File: config.mk
export PLATFORM = sky130hd
export DESIGN_NAME = main_fsm
export DESIGN_NICKNAME = d
export VERILOG_FILES = /design/src/rtl/arm_ctrl_pkg.sv /design/src/rtl/main_fsm.sv
export SDC_FILE = /design/constraint.sdc
export NUM_CORES = 1
export LEC_CHECK = 0
export CELL_PAD_IN_SITES_DETAIL_PLACEMENT = 0
export CELL_PAD_IN_SITES_GLOBAL_PLACEMENT = 1
export CORE_MARGIN = 3
export CORE_UTILIZATION = 35
export DETAILED_ROUTE_END_ITERATION = 10
export DONT_BUFFER_PORTS = 1
export GPL_ROUTABILITY_DRIVEN = 1
export GPL_TIMING_DRIVEN = 1
export PLACE_DENSITY_LB_ADDON = 0.12
export SYNTH_ARGS = -nofsm -noshare
export SYNTH_HDL_FRONTEND = slang
export SYNTH_SLANG_ARGS = --single-unit
File: constraint.sdc
create_clock -name clk -period 3.6 [get_ports clk]
set_input_delay 0.54 -clock clk [delete_from_list [all_inputs] [get_ports clk]]
set_output_delay 0.54 -clock clk [all_outputs]
set_load 0.05 [all_outputs]
File: src/rtl/arm_ctrl_pkg.sv
// Shared encodings for the multicycle ARM controller: FSM state codes, mux
// select codes and the per-state control word.
package arm_ctrl_pkg;

    typedef enum logic [3:0] {
        S_FETCH  = 4'd0,
        S_DECODE = 4'd1,
        S_MEMADR = 4'd2,
        S_MEMRD  = 4'd3,
        S_MEMWB  = 4'd4,
        S_MEMWR  = 4'd5,
        S_EXECR  = 4'd6,
        S_EXECI  = 4'd7,
        S_ALUWB  = 4'd8,
        S_BRANCH = 4'd9
    } state_t;

    localparam logic [1:0] RES_ALUOUT    = 2'b00;
    localparam logic [1:0] RES_DATA      = 2'b01;
    localparam logic [1:0] RES_ALURESULT = 2'b10;

    localparam logic [1:0] SRCA_REG  = 2'b00;
    localparam logic [1:0] SRCA_PC   = 2'b01;
    localparam logic [1:0] SRCB_REG  = 2'b00;
    localparam logic [1:0] SRCB_IMM  = 2'b01;
    localparam logic [1:0] SRCB_FOUR = 2'b10;

    typedef struct packed {
        logic       ir_write;
        logic       adr_src;
        logic [1:0] alu_src_a;
        logic [1:0] alu_src_b;
        logic [1:0] result_src;
        logic       next_pc;
        logic       reg_w;
        logic       mem_w;
        logic       branch;
        logic       alu_op;
    } ctrl_t;

    // Moore output decode; unused codes fall through to an all-zero word.
    function automatic ctrl_t ctrl_for(input state_t s);
        ctrl_t c;
        c = '0;
        case (s)
            S_FETCH: begin
                c.ir_write   = 1'b1;
                c.next_pc    = 1'b1;
                c.alu_src_a  = SRCA_PC;
                c.alu_src_b  = SRCB_FOUR;
                c.result_src = RES_ALURESULT;
            end
            S_DECODE: begin
                c.alu_src_a  = SRCA_PC;
                c.alu_src_b  = SRCB_FOUR;
                c.result_src = RES_ALURESULT;
            end
            S_MEMADR: begin
                c.alu_src_a  = SRCA_REG;
                c.alu_src_b  = SRCB_IMM;
            end
            S_MEMRD: begin
                c.adr_src    = 1'b1;
                c.result_src = RES_ALUOUT;
            end
            S_MEMWB: begin
                c.result_src = RES_DATA;
                c.reg_w      = 1'b1;
            end
            S_MEMWR: begin
                c.adr_src    = 1'b1;
                c.result_src = RES_ALUOUT;
                c.mem_w      = 1'b1;
            end
            S_EXECR: begin
                c.alu_src_b  = SRCB_REG;
                c.alu_op     = 1'b1;
            end
            S_EXECI: begin
                c.alu_src_b  = SRCB_IMM;
                c.alu_op     = 1'b1;
            end
            S_ALUWB: begin
                c.result_src = RES_ALUOUT;
                c.reg_w      = 1'b1;
            end
            S_BRANCH: begin
                c.alu_src_b  = SRCB_IMM;
                c.result_src = RES_ALURESULT;
                c.branch     = 1'b1;
            end
            default: c = '0;
        endcase
        return c;
    endfunction

endpackage

File: src/rtl/main_fsm.sv
// Multicycle ARM main controller FSM with registered Moore outputs and a
// retired-instruction counter.
module main_fsm
    import arm_ctrl_pkg::*;
#(
    parameter int CNT_W = 32
) (
    input  logic             clk,
    input  logic             reset,
    input  logic [1:0]       Op,
    input  logic [5:0]       Funct,
    output logic             IRWrite,
    output logic             AdrSrc,
    output logic [1:0]       ALUSrcA,
    output logic [1:0]       ALUSrcB,
    output logic [1:0]       ResultSrc,
    output logic             NextPC,
    output logic             RegW,
    output logic             MemW,
    output logic             Branch,
    output logic             ALUOp,
    output logic [3:0]       State,
    output logic [CNT_W-1:0] Retired
);

    state_t           state_q, state_d;
    logic [CNT_W-1:0] retired_q, retired_d;
    ctrl_t            ctrl_q, ctrl_d;

    logic unused_funct;
    assign unused_funct = ^Funct[4:1];

    always_comb begin
        state_d   = S_FETCH;
        retired_d = retired_q;
        case (state_q)
            S_FETCH:  state_d = S_DECODE;
            S_DECODE: begin
                case (Op)
                    2'b00:   state_d = Funct[5] ? S_EXECI : S_EXECR;
                    2'b01:   state_d = S_MEMADR;
                    2'b10:   state_d = S_BRANCH;
                    default: state_d = S_FETCH;
                endcase
            end
            S_MEMADR: state_d = Funct[0] ? S_MEMRD : S_MEMWR;
            S_MEMRD:  state_d = S_MEMWB;
            S_EXECR:  state_d = S_ALUWB;
            S_EXECI:  state_d = S_ALUWB;
            default:  state_d = S_FETCH;
        endcase
        // An instruction retires on the edge leaving its final state.
        if (state_q == S_MEMWB || state_q == S_MEMWR ||
            state_q == S_ALUWB || state_q == S_BRANCH) begin
            retired_d = retired_q + CNT_W'(1);
        end
        ctrl_d = ctrl_for(state_d);
    end

    always_ff @(posedge clk) begin
        if (reset) begin
            state_q   <= S_FETCH;
            retired_q <= '0;
            ctrl_q    <= ctrl_for(S_FETCH);
        end else begin
            state_q   <= state_d;
            retired_q <= retired_d;
            ctrl_q    <= ctrl_d;
        end
    end

    assign IRWrite   = ctrl_q.ir_write;
    assign AdrSrc    = ctrl_q.adr_src;
    assign ALUSrcA   = ctrl_q.alu_src_a;
    assign ALUSrcB   = ctrl_q.alu_src_b;
    assign ResultSrc = ctrl_q.result_src;
    assign NextPC    = ctrl_q.next_pc;
    assign RegW      = ctrl_q.reg_w;
    assign MemW      = ctrl_q.mem_w;
    assign Branch    = ctrl_q.branch;
    assign ALUOp     = ctrl_q.alu_op;
    assign State     = state_q;
    assign Retired   = retired_q;

endmodule

==> results of run 1 <==
stage by stage:
| stage | worst slack, ns | cells |
|---|---|---|
| after global placement | 1.04 | 285 |
| final | 1.06 | 293 |
| after floorplan | 1.45 | 225 |
| after global routing | 0.861 | 293 |
| after CTS | 1.05 | 293 |
| after detailed placement | 1.07 | 285 |
final cells by class:
class | count | area share [%]
Clock buffer | 7 | 3.60
Clock inverter | 1 | 0.236
Tap cell | 70 | 4.13
Sequential cell | 47 | 44.4
Multi-Input combinational cell | 160 | 46.0
Inverter | 7 | 1.24
Timing Repair Buffer | 1 | 0.354
cells in the mapped netlist:
cell	instances	share of area, %
and2_1	1	0.31
and4_1	3	1.3
nand3_1	8	2.0
nand2_1	12	2.3
a21boi_0	1	0.38
nand2b_1	2	0.63
buf_1	1	0.19
nor2b_1	3	0.94
dfxtp_1	47	47
a21oi_1	5	1.3
inv_1	7	1.3
o31ai_1	1	0.38
and3_2	1	0.38
o21ai_0	6	1.5
nor3_1	6	1.5
nand3b_1	2	0.75
or3_1	3	0.94
nor4_2	1	0.63
o21a_1	1	0.38
nand3_4	1	0.88
buf_4	2	0.75
xor2_1	21	9.2
nor2_1	42	7.9
xnor2_2	1	0.82
xnor2_1	7	3.1
a22oi_1	1	0.38
nand4_1	15	4.7
ha_1	1	0.63
and3_1	8	2.5
nand4b_1	1	0.44
buf_2	2	0.50
clkbuf_1	6	1.1
nor4_1	1	0.31
a221oi_1	1	0.44
conb_1	1	0.19
a211oi_1	1	0.38
o31a_1	1	0.44
nor4_4	1	1.1
final timing paths:
check	start	to	slack, ns	cells after the start
max	Retired[6]	Retired[31]	1.06	5
max reg2reg	Retired[6]	Retired[31]	1.06	5
min	reset	Retired[1]	0.30	1
min reg2reg	Retired[7]	Retired[7]	0.75	3
report_power, final:
group	switching, µW	internal [µW]
Clock	170	137
Sequential	58.6	531
Combinational	25.2	14.7
kinds of logic (layout without fill, tap and decap cells):
family / Yosys count / in the layout / synth area share [%]
AO/OA/AOI/OAI: 18 / 18 / 5.52
XOR/XNOR: 29 / 29 / 13.1
adder cells (fa/ha/maj): 1 / 1 / 0.627
buffers and inverters: 18 / 16 / 3.89
flip-flops: 47 / 47 / 47.2
other: 1 / 1 / 0.188
AND/OR/NAND/NOR: 111 / 111 / 29.5
sequential cells by signal (all words and copies together), names as in the netlist:
name       count
ResultSrc      2
ALUSrcA        1
RegW           1
State          4
ALUSrcB        2
AdrSrc         1
ALUOp          1
NextPC         1
Branch         1
MemW           1
Retired       32
worst reg2reg max path: stages, from the launching register on:
cell and delay (ns):
dfxtp_1 0.73, nand4_1 0.42, nor4_2 0.83, nand4_1 0.20, xor2_1 0.20, nor2_1 0.11
routing by layer:
layer  vias up  routed length, µm  track usage [%]
met4         0                 66             5.57
met2        40               1880             20.3
met3         7                380             5.81
li1        753                  -                -
met1       693               1860             16.3
met5         -                  0                0
==> flow_summary.toml, run 1 <==
[clock_tree]
cts_resized = 0
cts_made_buffers = 5
clk_latency_ns = 0.29
cts_tree = "yes"
htree_levels = 2
cts_num_sinks = 47
cts_root_buf = "clkbuf_8"
clk_pin_slew_ns = 0.08
clk_path_buf_depth = 2
cts_setup_buffers = 0
cts-hold-fix-buffers = 0

[timing]
timing.final.crit_period_ns = 2.54
relSlewSlack_pct = 37.0
rsz0062_at_grt = "false"
worstMarginPinSlew_ns = 0.944
finalCritPeriodShare_pct = 70.6
skew_ns = 0.00519
finalHoldWorstSlack_ns = 0.303
finalSetupViolations = 0
hold_viol = 0
achievable-frequency_mhz = 393
slew_violations = 0
finalSetupTns_ns = 0

[worst_setup_path]
critical_path.max_fanout = 9
end_kind = "register"
setup.worst_path.class = "reg2reg"
path_cells = "nand4_1 > nor4_2 > nand4_1 > xor2_1 > nor2_1"
crit_path_frequent_cell = "nand4_1"
critical_path.top_delay_family = "simple AND/OR/NAND/NOR gates"
startpoint_type = "register"
worst_ep_required_time_ns = 3.84
critPathBufInv = 0
critPathSlowestCell = "nor4_2"
arrival_ns = 2.78
critPathMaxStageDelay_ns = 0.83

[floorplan]
io_pins = 59
chipWidth_um = 81.5
die_y_um = 81.5
core_area_mm2 = 0.00530
start_util_pct = 37.6
dieArea_mm2 = 0.00664
num_rows = 26

[logic_synthesis]
synth.avg_cell_area_um2 = 8.86
yosysSeqAreaShare_pct = 47.2
syn_nets = 236
yosysUniqueCellTypes = 38
netlist_area_mm2 = 0.00199
syn_inst = 225
synth_seq_cells = 47
ys_warn_count = 0

[placed_design]
placed_area_mm2 = 0.00204
place_hpwl_um = 2990
port_buffers = 0
place.gp.congestion = 0.791

[pwr]
p_leak_uw = 0.000752
power_density_mw_per_mm2 = 442
vdd_drop_max_uv = 199
p_total_uw = 936

[final_layout]
regArea_um2 = 941
drive_above_1_share_pct = 5.38
nets = 233
utilization_pct = 40.0
multi_input_area_um2 = 976
final_cell_mix = "dfxtp_1, nor2_1, xor2_1"
stdcell_area_mm2 = 0.00212
diodes = 0
area_growth_pct = 6.27
layout_commonest_cell = "dfxtp_1"
fillCellCount = 546

[drt]
ant_nets = 0
wl_per_cell_um = 14.3
dr.first_iter.drc_count = 38
via_per_inst = 5.10
drc_errors = 0
drt-pass1-iter-count = 4
drt-total-wl_um = 4180
vias = 1493

[grt]
grt_max_degree = 44
grt_pass1_vias = 1378
gr-total-overflow = 0
grt_pass1_wl_um = 6720
grt_usage_pct = 13.3
antenna_found_initial = 0

[min_path]
hold_class = "in2reg"

[outcome]
outcome = "finished, final reports clean"

[run]
cap_violations = 0
No activity file was read; power rests on OpenSTA's default activity.
==> inputs of run 2 (changes only) <==
clock period = 2.4 ns   (was 3.6 ns; I/O delays follow)
==> run 2 against run 1 <==
Compared with the run above: clock power grew 57%; total power grew 54%; hold slack lost 0.18 ns; highest routed layer unchanged.
==> flow_summary.toml, run 2 (synthesis gave the netlist of run 1 again) <==
[clock_tree]
cts_tree = "yes"
cts_made_buffers = 5
cts_root_buf = "clkbuf_8"
cts_resized = 0
clk_path_buf_depth = 2
clk_latency_ns = 0.29
cts-hold-fix-buffers = 0
cts_setup_buffers = 0
cts_num_sinks = 47
htree_levels = 2
clk_pin_slew_ns = 0.08

[grt]
grt_pass1_vias = 1569
grt_pass1_wl_um = 7260
gr-total-overflow = 0
grt_max_degree = 44
grt_usage_pct = 14.2
antenna_found_initial = 0

[final_layout]
nets = 265
diodes = 0
final_cell_mix = "dfxtp_1, nor2_1, buf_4"
area_growth_pct = 18.6
layout_commonest_cell = "dfxtp_1"
utilization_pct = 44.6
stdcell_area_mm2 = 0.00237
drive_above_1_share_pct = 17.7
largest_reg_flops = 32

[worst_setup_path]
critical_path.max_fanout = 7
setup.worst_path.class = "reg2reg"
timing.rr.start = "Retired[9]"
setup.worst_path.start = "Retired[9]"
worst_ep_required_time_ns = 2.63
end_kind = "register"
startpoint_type = "register"
r2r_slack_ns = 0.50
rr_worst_depth = 5
r2r-end = "Retired[26]"
arrival_ns = 2.14

[timing]
rsz0062_at_grt = "false"
timing.final.crit_period_ns = 1.90
relSlewSlack_pct = 58.7
worstMarginPinSlew_ns = 0.618
skew_ns = 0.0104
achievable-frequency_mhz = 525
finalCritPeriodShare_pct = 79.3
slew_violations = 0
setup_slack_ns = 0.497
hold_viol = 0
finalSetupViolations = 0
finalSetupTns_ns = 0

[drt]
drc_errors = 0
dr.first_iter.drc_count = 32
vias = 1642
drt-pass1-iter-count = 4
ant_nets = 0
wl_per_cell_um = 13.9
via_per_inst = 5.07
drt-total-wl_um = 4520

[placed_design]
place_hpwl_um = 3360
place_ws_ns = 0.479
place.gp.congestion = 0.764
port_buffers = 0
placed_area_mm2 = 0.00228

[floorplan]
core_area_mm2 = 0.00530
num_rows = 26
io_pins = 59
dieArea_mm2 = 0.00664
start_util_pct = 37.6
die_y_um = 81.5
chipWidth_um = 81.5

[min_path]
hold_class = "in2reg"
min_to = "Retired[1]"
hp-start = "reset"
whs_path_depth = 1

[outcome]
outcome = "finished, final reports clean"

[run]
cap_violations = 0

[pwr]
p_leak_uw = 0.000930
power_density_mw_per_mm2 = 608
vdd_drop_max_uv = 302
p_total_uw = 1440
run 2: cell types whose count changed in the layout (fill, tap and decap cells not counted), sizes merged:
| cell | delta |
|---|---|
| buf | +32 |
| clkbuf | -1 |
run 2: area by class of cell:
| cell class | instances | area (µm²) |
|---|---|---|
| Clock buffer | 6 | 82.6 |
| Clock inverter | 1 | 5.00 |
| Fill cell | 534 | 2940 |
| Inverter | 7 | 26.3 |
| Multi-Input combinational cell | 160 | 976 |
| Sequential cell | 47 | 941 |
| Tap cell | 70 | 87.6 |
| Timing Repair Buffer | 33 | 248 |
run 2: worst max-delay path by stage:
stage               slack, ns  depth (start not counted)           to
CTS                      0.46                          5  Retired[26]
floorplan                0.25                          5  Retired[26]
global placement         0.54                          5  Retired[24]
global route             0.31                          6   ALUSrcA[0]
finish                   0.50                          5  Retired[26]
detailed placement       0.48                          5  Retired[26]
run 2: worst max-delay path, stage by stage, from the launching register on:
cell and delay (ns):
dfxtp_1 0.35, nand4_1 0.28, nor4_4 0.58, nand3_4 0.17, or3_1 0.33, a21oi_1 0.14
run 2: power breakdown:
part | internal [µW] | switching (µW) | leakage (µW)
registers | 797 | 40.1 | 0.000380
logic | 33.2 | 87.7 | 0.000503
clock network | 226 | 253 | 0.0000470
total | 1060 | 381 | 0.000930
run 2: metrics by stage:
| step | cells | hold slack [ns] |
|---|---|---|
| 3_3_place_gp | 317 | 0.434 |
| 5_1_grt | 324 | 0.114 |
| 2_1_floorplan | 225 | 0.594 |
| 4_1_cts | 324 | 0.114 |
| 3_5_place_dp | 317 | 0.434 |
| 6_report | 324 | 0.123 |
run 2: routing by layer:
metal  vias to the layer above  track usage, %  routed length (µm)
li1                        819               -                   -
met1                       773            16.2                1960
met2                        45            24.5                2160
met3                         5            5.15                 339
met4                         0            4.56                  63
met5                         -               0                   0
